File: config.mk
export PLATFORM = sky130hd
export DESIGN_NAME = hollywood_hash_search_core
export DESIGN_NICKNAME = d
export VERILOG_FILES = /design/src/rtl/hollywood_hash_search_core.sv
export SDC_FILE = /design/constraint.sdc
export NUM_CORES = 1
export LEC_CHECK = 0
export ABC_AREA = 0
export BUFFER_PORTS_ARGS = -buffer_cell sky130_fd_sc_hd__buf_4
export CAP_MARGIN = 10
export CORE_MARGIN = 10
export CORE_UTILIZATION = 48
export CTS_BUF_LIST = sky130_fd_sc_hd__clkbuf_2 sky130_fd_sc_hd__clkbuf_4 sky130_fd_sc_hd__clkbuf_8
export CTS_CLUSTER_SIZE = 40
export DETAILED_ROUTE_END_ITERATION = 7
export GPL_ROUTABILITY_DRIVEN = 0
export PLACE_DENSITY = 0.71
export SETUP_SLACK_MARGIN = 0.1
export SLEW_MARGIN = 40
export SYNTH_ARGS = -nofsm -noshare
export SYNTH_HDL_FRONTEND = slang
export SYNTH_SLANG_ARGS = --single-unit
File: constraint.sdc
create_clock -name clk -period 1.9 [get_ports clk]
set_input_delay 0.095 -clock clk [delete_from_list [all_inputs] [get_ports clk]]
set_output_delay 0.095 -clock clk [all_outputs]
set_load 0.01 [all_outputs]
File: src/rtl/hollywood_hash_search_core.sv
// Hollywood hash candidate search core.
// Password data words are streamed into a two-register hash (r4, r6). A command
// beat either clears the candidate or evaluates it against the target pair
// (R4, R6). An evaluate either reports a result on the output handshake or
// silently advances to the next candidate.
//
// Ports:
//   clk, reset_n     clock, asynchronous active-low reset
//   in_valid/ready   input handshake; in_channel 0 = data word, 1 = command
//   in_data          data word, or command (bit0: 0 clear, 1 evaluate)
//   out_valid/ready  result handshake
//   out_match        candidate hash hit the target within the length limit
//   out_length       words in the candidate, saturating at MAX_WORDS+1
//   out_index        zero-based candidate index
//   match_count      matches transferred since reset, saturating
module hollywood_hash_search_core #(
    parameter int unsigned       WIDTH      = 16,
    parameter logic [WIDTH-1:0]  R4         = WIDTH'(16'hFEB1),
    parameter logic [WIDTH-1:0]  R6         = WIDTH'(16'h9298),
    parameter int unsigned       MAX_WORDS  = 8,
    parameter bit                REPORT_ALL = 1'b0,
    localparam int unsigned      LW         = $clog2(MAX_WORDS + 2)
) (
    input  logic             clk,
    input  logic             reset_n,
    input  logic             in_valid,
    output logic             in_ready,
    input  logic             in_channel,
    input  logic [WIDTH-1:0] in_data,
    output logic             out_valid,
    input  logic             out_ready,
    output logic             out_match,
    output logic [LW-1:0]    out_length,
    output logic [31:0]      out_index,
    output logic [15:0]      match_count
);

    localparam logic [LW-1:0] LEN_SAT = LW'(MAX_WORDS + 1);
    localparam logic [LW-1:0] LEN_MAX = LW'(MAX_WORDS);

    typedef enum logic {
        ACCUM  = 1'b0,
        REPORT = 1'b1
    } state_t;

    state_t           state;
    logic [WIDTH-1:0] r4;
    logic [WIDTH-1:0] r6;
    logic [LW-1:0]    len;
    logic [31:0]      cand_idx;

    // Swap the two halves of a hash word.
    function automatic logic [WIDTH-1:0] sw(input logic [WIDTH-1:0] x);
        return {x[WIDTH/2-1:0], x[WIDTH-1:WIDTH/2]};
    endfunction

    logic [WIDTH-1:0] data_sw;
    logic             hit;
    logic             accept;

    assign data_sw = sw(in_data);
    assign hit     = (r4 == R4) && (r6 == R6) && (len <= LEN_MAX);
    assign accept  = in_valid && in_ready;

    // Hash accumulation, command handling and result handshake.
    always_ff @(posedge clk or negedge reset_n) begin
        if (!reset_n) begin
            state       <= ACCUM;
            in_ready    <= 1'b0;
            r4          <= '0;
            r6          <= '0;
            len         <= '0;
            cand_idx    <= '0;
            out_valid   <= 1'b0;
            out_match   <= 1'b0;
            out_length  <= '0;
            out_index   <= '0;
            match_count <= '0;
        end else begin
            case (state)
                ACCUM: begin
                    in_ready <= 1'b1;
                    if (accept) begin
                        if (!in_channel) begin
                            r4 <= r6 ^ data_sw;
                            r6 <= sw(r4 + data_sw);
                            if (len != LEN_SAT) begin
                                len <= len + LW'(1);
                            end
                        end else begin
                            // Both clear and evaluate start a fresh candidate.
                            r4  <= '0;
                            r6  <= '0;
                            len <= '0;
                            if (in_data[0]) begin
                                cand_idx <= cand_idx + 32'd1;
                                if (hit || REPORT_ALL) begin
                                    out_match  <= hit;
                                    out_length <= len;
                                    out_index  <= cand_idx;
                                    out_valid  <= 1'b1;
                                    in_ready   <= 1'b0;
                                    state      <= REPORT;
                                end
                            end
                        end
                    end
                end
                REPORT: begin
                    if (out_ready) begin
                        out_valid <= 1'b0;
                        in_ready  <= 1'b1;
                        state     <= ACCUM;
                        if (out_match && (match_count != 16'hFFFF)) begin
                            match_count <= match_count + 16'd1;
                        end
                    end
                end
                default: begin
                    state     <= ACCUM;
                    out_valid <= 1'b0;
                    in_ready  <= 1'b0;
                end
            endcase
        end
    end

endmodule

* Word-level counts from Yosys, hierarchy flattened
Index checks and enable logic that the tools add are counted.
** Storage, ports and cells
- Bits in registers :: 124
- Input bits :: 21
- Output and inout bits :: 55
- Logic and storage cells :: 60
** Operators by class
- Add/sub/neg operators :: 4
- $lt $le $gt $ge :: 1
- Equal/unequal tests :: 9
- Muxes and demuxes :: 22
- Bitwise logic cells :: 2
- Reductions and logical operators :: 11
** Operator list (number)
- adder 32 x 1 -> 32 bit (second input constant) :: 1
- equality test 16 bit (second input constant) :: 2
- two-way mux 16 bit :: 2
- adder 16 x 1 -> 16 bit (second input constant) :: 1
- adder 16 bit :: 1
- inequality test 16 bit (second input constant) :: 1
- XOR 16 bit :: 1
- two-way mux 1 bit :: 15
- inequality test 2 bit (second input constant) :: 5
- AND reduction 5 bit :: 2
- two-way mux 4 bit :: 2
- one-hot mux 1 bit (2 select lines) :: 3
- AND reduction 3 bit :: 2
- adder 4 x 1 -> 4 bit (second input constant) :: 1
- <= comparator 4 bit (second input constant) :: 1
- logical AND 1 bit :: 4
- inequality test 4 bit (second input constant) :: 1
- AND reduction 4 bit :: 1
- AND reduction 2 bit :: 1
- nonzero test 2 bit :: 1
- NOT 1 bit :: 1

* Depth between registers and ports, before layout
Gate-level depths: netlist (run 1).
- Depth after elaboration :: 8
- Mapped depth :: 9
- Gate-level depth less buffers :: 9

* Worst setup path before layout (run 1)
Ideal clock, no wire load.
- Kind :: reg2reg
- From :: register r4[0]
- To :: register r6[6]
- Library setup time :: 69 ps
- Data arrival time :: 2056 ps
- Required time :: 1831 ps
- Path slack :: -225 ps
- Stages on the path, launching flop included :: 10
- Path buffers :: 0
- Period minus slack after synthesis :: 2125 ps
- Cells stage by stage :: dfrtp_1 -> ha_1 -> inv_1 -> fa_1 -> nor2b_1 -> o2111ai_1 -> a21oi_1 -> o21ai_0 -> or4_1 -> nand3_1
** Between the ends
- Word-level cells in the longest chain between the ends :: 2
** Ends and longest elaborated chain
- start, declared :: RTL line 47 : logic [WIDTH-1:0] r4;
- start signal, assigned :: RTL line 85 : r4 <= r6 ^ data_sw;
- adder 16 bit :: RTL line 86 : r6 <= sw(r4 + data_sw);
- two-way mux 16 bit :: RTL line 84 : if (!in_channel) begin
- end signal, assigned :: RTL line 86
- end, declared :: RTL line 48 : logic [WIDTH-1:0] r6;
No other way between the ends.
A chain may end at the register's enable or synchronous reset.

* Worst setup path in the final report (run 1)
Ends and elaborated chain as after synthesis.

==> results of run 1 <==
[flip-flops by register name, summed over array words and instances, names as in the netlist]
register,flops
out_length,4
len,4
state,1
in_ready,1
out_match,1
match_count,16
out_index,32
r4,16
cand_idx,32
out_valid,1
r6,16
[placed cells by master (no fill, tap or decap), types with 8 or more instances in the layout]
master / count
sky130_fd_sc_hd__xor2_1: 19
sky130_fd_sc_hd__nand4_1: 15
sky130_fd_sc_hd__buf_6: 12
sky130_fd_sc_hd__mux2_4: 32
sky130_fd_sc_hd__xnor2_1: 50
sky130_fd_sc_hd__o21ai_0: 19
sky130_fd_sc_hd__o31ai_1: 15
sky130_fd_sc_hd__and3_1: 11
sky130_fd_sc_hd__inv_1: 8
sky130_fd_sc_hd__ha_4: 11
sky130_fd_sc_hd__nor2_1: 9
sky130_fd_sc_hd__dfrtp_1: 123
sky130_fd_sc_hd__a21oi_1: 15
sky130_fd_sc_hd__nand3_1: 17
sky130_fd_sc_hd__dlygate4sd3_1: 15
sky130_fd_sc_hd__nand2_1: 55
sky130_fd_sc_hd__buf_4: 149
sky130_fd_sc_hd__clkbuf_8: 19
[how the worst max path moves through the flow]
stage,start,end,slack [ps],cells past startpoint
2_1_floorplan,r4[0],r6[6],-180,9
3_3_place_gp,r4[0],r6[6],-220,9
3_5_place_dp,r4[0],r6[6],-320,9
4_1_cts,r4[0],r6[6],-240,9
5_1_grt,r4[0],r6[6],-380,9
6_report,r4[0],r6[6],-250,9
[timing repair]
item                                    CTS  global route
gates resized for setup                  48            45
endpoints found under the setup margin   47            73
hold buffers                             15             0
pin swaps                                21            23
hold endpoints to repair                 52             0
buffers inserted                         17             7
cloned                                    4             1
[kinds of logic (layout without fill, tap and decap cells)]
kind of cell	Yosys count	after routing	share of synthesized area [%]
compound gates	83	83	8.61
mux	38	38	8.88
buf+inv	28	226	2.38
flops	124	124	50.5
xor+xnor	73	73	10.4
fa+ha+maj	21	21	4.40
simple gates	171	171	14.8
[critical path, delay by kind of cell, from the launching register on]
family | cells | cell delay, ps
adder cells (fa/ha/maj) | 2 | 560
buffers and inverters | 1 | 40
AND/OR/NAND/NOR | 3 | 690
AO/OA/AOI/OAI | 3 | 440
flip-flops | 1 | 350
[metal layers]
layer  vias to the layer above  part of all wire [%]  track usage [%]
met4                         0                   2.8             8.28
met5                         -                     0                0
met2                       151                    50             29.6
met1                      2447                    41             21.7
li1                       2291                     -                -
met3                        42                   6.6             5.90
[through the flow]
step	hold slack [ps]	TNS [ps]	area, um2	std cells
floorplan	-201	-177	6250	538
global placement	107	-2810	7470	833
detailed placement	105	-3040	7470	833
CTS	13.7	-371	8560	901
global route	33.6	-5490	8760	908
finish	33.2	-1110	8760	908
[final cells by class]
| cell class | count | area, um2 | area share [%] |
|---|---|---|---|
| Clock inverter | 10 | 163 | 1.86 |
| Inverter | 9 | 33.8 | 0.386 |
| Tap cell | 172 | 215 | 2.46 |
| Multi-Input combinational cell | 386 | 3360 | 38.3 |
| Sequential cell | 124 | 3100 | 35.4 |
| Clock buffer | 22 | 284 | 3.24 |
| Timing Repair Buffer | 185 | 1610 | 18.3 |
[power groups by stage]
stage | combinational, mW | clock [mW] | sequential [mW]
after floorplan | 0.702 | 0 | 3.04
after global placement | 1.22 | 0 | 3.07
after detailed placement | 1.27 | 0 | 3.08
after CTS | 1.50 | 2.65 | 3.04
after global routing | 1.69 | 2.79 | 3.08
final | 1.55 | 2.61 | 3.05
==> summary by stage, run 1 <==
Status
The run finished, with violations left. The final reports fail on setup timing.

Pwr
The ratio of total power to cell area is between 800 and 900 mW/mm2. The net switching fraction of the power is roughly 28%. The design draws 7.21 mW. Sequential cells account for a little over two fifths of the total power.

Of the total power, combinational logic draws between 20% and 30%. The total internal power is 5.18 mW. VDD sags by at most between 400 and 500 uV. The switching power of the nets is 2.03 mW. In this run the static leakage power is between 4 and 5 nW.

The fraction of power consumed by the clock network is around 36%.

Logic synthesis
Averaged over all synthesized cells, the footprint is ~11 um2. After synthesis, the largest area contributor takes up between 50% and 60% of total cell area. In the synthesized netlist the dominant register cell turns out to be sky130_fd_sc_hd__dfrtp_1.

The total number of yosys warnings is 0. The number of distinct library cells after synthesis is 54. Counting flops with a built-in enable in the synthesized netlist gives 0.

The async set-or-reset flop fraction in the synthesized netlist is between 90% and 100%. Ranked by instance count, the synthesized netlist is headed by sky130_fd_sc_hd__dfrtp_1 (124), sky130_fd_sc_hd__nand2_1 (62), sky130_fd_sc_hd__xnor2_1 (54). The post-synthesis net count is slightly below 600. In this run the cell area of the synthesized design comes to just over 0.006 mm2.

Counting every instance in the synthesized netlist gives about 540. The register bit total from synthesis is between 100 and 150. The biggest area consumer among synthesized cells is sky130_fd_sc_hd__dfrtp_1.

In the post-synthesis netlist, the biggest area contributors are sky130_fd_sc_hd__dfrtp_1 (50%), sky130_fd_sc_hd__mux2_4 (7.8%), sky130_fd_sc_hd__xnor2_1 (7.7%). Sequential cells were found to cover roughly 50% of the synthesized design area. The cell with the most instances after synthesis is sky130_fd_sc_hd__dfrtp_1.

Routing
After detailed routing, the number of vias per cell comes to around 5.4. The routed design has ~16 mm of wire. The mean routed wirelength per cell is ~18 um. The via count is 4931. In this run the remaining antenna-violating nets after routing total 0.

The number of optimization iterations in the first detailed-route pass is 5. The violation count after the first detailed-route iteration is 399. The DRC violations left is 0.

Global routing
The total congestion overflow after global routing is 0. The number of antenna violations at the first check in global routing is 0. The global routing usage summed across all routing layers is a little under a fifth. Entering global routing, the biggest net connects 46 pins. The first global-routing pass estimated 26.3 mm of wire. The number of global-route vias before repair is between 5000 and 6000.

Critical path
The startpoint identified for the worst register-to-register timing path is r4[0]. Counting cells, the worst reg-to-reg path comes to 9. The worst register-to-register path ends at r6[6]. Setup slack on the worst reg-to-reg path comes out at -250 ps. The kind of critical path is flop to flop.

The maximum fanout encountered on the critical timing path is 3. STA classifies the critical path startpoint as a flop. The cell with the largest stage delay on the worst path is sky130_fd_sc_hd__or4_1. The critical path arrival is around 2500 ps.

The type of destination of the critical path is a flop. On the worst path, the slowest cell contributes a delay of 470 ps. The data required time of the worst path is between 2000 and 2500 ps.

Walking the worst path, the cells encountered are ha_2, inv_2, fa_2, nor2b_4, o2111ai_2, a21oi_2, o21ai_2, or4_1, nand3_1.

Clock tree
In this run the number of H-tree levels came out at 4. CTS placed an instance of sky130_fd_sc_hd__clkbuf_8 at the clock tree root. The count of clock tree sinks is between 100 and 150.

Counting along the longest clock path gives a buffer depth of 2. For the worst-skew pair, the clock arrives at the later sink with an insertion delay of 440 ps. Clock-pin slew was measured on the worst setup and hold paths at roughly 70 ps. Counting the buffers created by CTS gives 17.

TritonCTS built the clock tree.

Floorplanning
In this run the count of I/O pins placed on the die edge is 76. The floorplan step set the die width to between 100 and 150 um. After floorplanning, the core was divided into 41 placement rows. The area of the core is ~0.013 mm2.

The die outline area is between 0.015 and 0.02 mm2. The initial core utilization is between 40 and 50%. Measured along the y axis, the die boundary spans approximately 130 um.

Timing
The smallest clock period supported by the final layout is computed as 2150 ps. The number of endpoints with negative hold slack in the final report is 0. The worst path setup slack after routing is -255 ps. The slew of the pin with the lowest slew margin is ~540 ps. The final critical path takes up 113% of the cycle.

On the final layout, the worst clock skew is around 11 ps. The setup-violating endpoint count in the final report is 45. Timing would allow up to approximately 460 MHz. The worst relative slew slack is 64.1%. Setup repair after global routing could not meet its margin everywhere.

The number of slew-limit violations in the final report is 0.

Layout
The number of filler cells placed in the layout is roughly 890. The number of nets in the layout is approximately 770. The core utilization of the finished layout is between 60% and 70%. Cells with a size suffix above 1 make up approximately two fifths of the layout. The area growth from synthesis to layout is 42.6%.

The number of diodes added for antenna fixing is 0.

Worst hold path
The end point of the worst hold path is r4[8]. The startpoint identified for the worst hold timing path is in_data[0]. The depth of the worst hold-timing path is 3. The path class of the tightest hold or removal check is primary input to flop.

Job
The max-capacitance violation count is 0.

Placed design
The count of input and output buffers is 75. The total half-perimeter wirelength after legalization and detailed placement is roughly 11 mm. The pre-CTS setup slack is -318 ps.
Power figures use the tool's default switching activity.
==> inputs of run 2 (changes only) <==
Settings changed: SKIP_LAST_GASP set to 1.
==> run 2 against run 1 <==
  * The run still ends with setup timing left
  * Clock power hardly changed
  * Design area hardly changed
  * Largest power group unchanged
  * Sequential share of layout area hardly changed
  * Highest routed layer unchanged
  * Global-route usage hardly changed
  * Clock-buffer cell count stayed put
  * Setup slack worse by 5.4 ps
  * Critical path type unchanged
  * Final cell count stayed put
  * Fmax is 0.25% lower
==> summary by stage, run 2 (synthesis results as in run 1) <==
Timing
For the pin with the worst max-slew slack, the measured transition is roughly 540 ps. Setup repair after global routing could not meet its margin everywhere. The worst relative slew slack is 63.9%. Across all hold checks on the routed design, the worst slack comes to roughly 32 ps. Dividing the final minimum period by the clock period gives 114%. For this run, the top clock speed supported by timing is 463 MHz. Across the routed clock network, the largest skew measured is 10.4 ps. The setup-violating endpoint count in the final report is 46. In the post-route analysis, the smallest setup slack over all paths is -260 ps. The routed design could run at a clock period as short as about 2200 ps.

The number of endpoints with negative hold slack in the final report is 0. The number of slew-limit violations in the final report is 0.

Routing
The number of optimization iterations in the first detailed-route pass is 4. For this run, design rule violations remaining after detail routing come to 0. After the first detailed-routing iteration, the DRC count stood at roughly 360.

Using the TritonRoute via totals, the vias-per-cell ratio works out to around 5.4. The count of nets left with antenna violations after detail routing is 0. Dividing the detail-routed wire length by the instance count gives 18.1 um. The via count is 4913. The aggregate routed wire length is about 16 mm.

Global routing
The number of antenna violations at the first check in global routing is 0. The largest net degree at the start of global routing is between 40 and 50. The total congestion overflow after global routing is 0. The global routing usage summed across all routing layers is 18.3%.

The wire length of the first global-routing pass is about 26 mm. The number of global-route vias before repair is between 5000 and 6000.

Placed design
The total half-perimeter wirelength after legalization and detailed placement is 11.0 mm. Once placement finished, the instance area stood at 0.00747 mm2. The count of input and output buffers is between 70 and 80. Prior to clock tree synthesis, the placed netlist has a worst setup slack of -318 ps.

Critical path
The setup path with the least slack is of type flop to flop. The number of cells on the worst reg-to-reg path is 9. The type of destination of the critical path is a flop. The reg-to-reg startpoint is r4[0]. The maximum fanout encountered on the critical timing path is 3.

Across all register-to-register paths, the minimum setup slack is -260 ps. The endpoint identified for the worst register-to-register timing path is r6[6]. Data on the critical path arrives at its endpoint at 2530 ps.

The worst setup path is launched from a flop. Data on the critical path is required at its endpoint by roughly 2300 ps.

Worst hold path
The worst min-delay path startpoint is in_data[0]. The end point of the worst hold path is r4[8]. The depth of the worst hold-timing path is 3. The type of the worst min-delay path is primary input to flop.

Status
The final reports fail on setup timing. The run finished, with violations left.

Pwr
The internal portion of the total power is just over 5 mW. The fraction of power consumed by the clock network is 36.1%. IR analysis of the VDD net gives a maximum drop of 437 uV.

The net switching fraction of the power is 28.1%. The leakage power summed over all cells is about 4.3 nW. Combinational cells account for ~22% of the total power. The ratio of total power to cell area is approximately 800 mW/mm2. The relative contribution of sequential cells to total power is a little over two fifths.

Summed over all nets, the switching power comes to 2.03 mW.

Layout
In the final layout, the registers with the most flip-flops are cand_idx (32), out_index (32). The most common cell after layout, fill and taps aside is sky130_fd_sc_hd__buf_4. With fillers left out, the area of the finished cells amounts to between 0.008 and 0.009 mm2. In the layout the commonest cells are sky130_fd_sc_hd__buf_4 (149), sky130_fd_sc_hd__dfrtp_1 (123), sky130_fd_sc_hd__nand2_1 (57). The repair_antennas step left the layout with diodes totalling 0. The share of cells above drive strength 1 is a little over two fifths. Compared with the post-synthesis result, the final layout area differs by 42.5%. The net count of the finished layout is roughly 770.

Clock tree
TritonCTS built the clock tree. In this run the deepest clock path goes through 2 buffers. For this design, the sink count on the clock tree is around 120. For the worst-skew pair, the clock arrives at the later sink with an insertion delay of between 400 and 500 ps. The register clock-pin slew on the reported worst setup and hold paths is about 70 ps. The number of buffers created by CTS is 17.

The number of H-tree branching levels is 4. The clock tree root buffer cell is sky130_fd_sc_hd__clkbuf_8.

Floorplanning
The initial core utilization is 48.9%. The area of the core is about 0.013 mm2. The die width is approximately 130 um.

The boundary pin count is 76. Measured along the y axis, the die boundary spans 133 um. The die covers 0.0177 mm2. The count of standard-cell rows is 41.

Job
Max-cap violations in this run came to 0.
[run 2: worst max-delay path, cell delays in order (launching register included)]
cell,delay [ps]
sky130_fd_sc_hd__dfrtp_1,350
sky130_fd_sc_hd__ha_2,190
sky130_fd_sc_hd__inv_2,40
sky130_fd_sc_hd__fa_2,370
sky130_fd_sc_hd__nor2b_4,130
sky130_fd_sc_hd__o2111ai_2,130
sky130_fd_sc_hd__a21oi_2,220
sky130_fd_sc_hd__o21ai_2,90
sky130_fd_sc_hd__or4_1,470
sky130_fd_sc_hd__nand3_1,100
[run 2: area by class of cell]
cell class / count / area (um2)
clock buffer: 22 / 284
clock inverter: 10 / 163
inverter: 9 / 33.8
sequential: 124 / 3100
fill: 887 / 3810
tap: 172 / 215
timing repair buffer: 185 / 1610
multi-input combinational: 386 / 3350
[run 2: metal layers]
layer | vias up | track usage (%) | part of all wire (%)
li1 | 2286 | - | -
met1 | 2447 | 21.7 | 41
met2 | 139 | 29.6 | 50
met3 | 41 | 5.90 | 6.6
met4 | 0 | 8.28 | 2.9
met5 | - | 0 | 0
[run 2: stage by stage]
| step | power, mW | std cells | setup TNS, ps | util [%] |
|---|---|---|---|---|
| 6_report | 7.21 | 908 | -1290 | 69.7 |
| 5_1_grt | 7.55 | 908 | -5530 | 69.7 |
| 4_1_cts | 7.19 | 901 | -371 | 68.1 |
| 3_5_place_dp | 4.35 | 833 | -3040 | 59.5 |
| 3_3_place_gp | 4.28 | 833 | -2810 | 59.5 |
| 2_1_floorplan | 3.74 | 538 | -177 | - |
[run 2: power groups by stage]
stage	registers, mW	logic [mW]	clock network, mW
6_report	3.05	1.55	2.60
3_3_place_gp	3.07	1.22	0
3_5_place_dp	3.08	1.27	0
2_1_floorplan	3.04	0.702	0
5_1_grt	3.08	1.68	2.79
4_1_cts	3.04	1.50	2.65
[run 2: what timing repair did]
action	4_1_cts	5_1_grt
cloned	4	1
endpoints found under the setup margin	47	73
pin swaps	21	21
resized for setup	47	44
endpoints found under the hold margin	52	0
buffers inserted	17	7
hold buffers	15	0
[run 2: worst max path at each step]
stage | start | end | slack (ps) | cells past startpoint
after global placement | r4[0] | r6[6] | -220 | 9
after detailed placement | r4[0] | r6[6] | -320 | 9
after CTS | r4[0] | r6[6] | -240 | 9
after floorplan | r4[0] | r6[6] | -180 | 9
final | r4[0] | r6[6] | -260 | 9
after global routing | r4[0] | r6[6] | -380 | 9
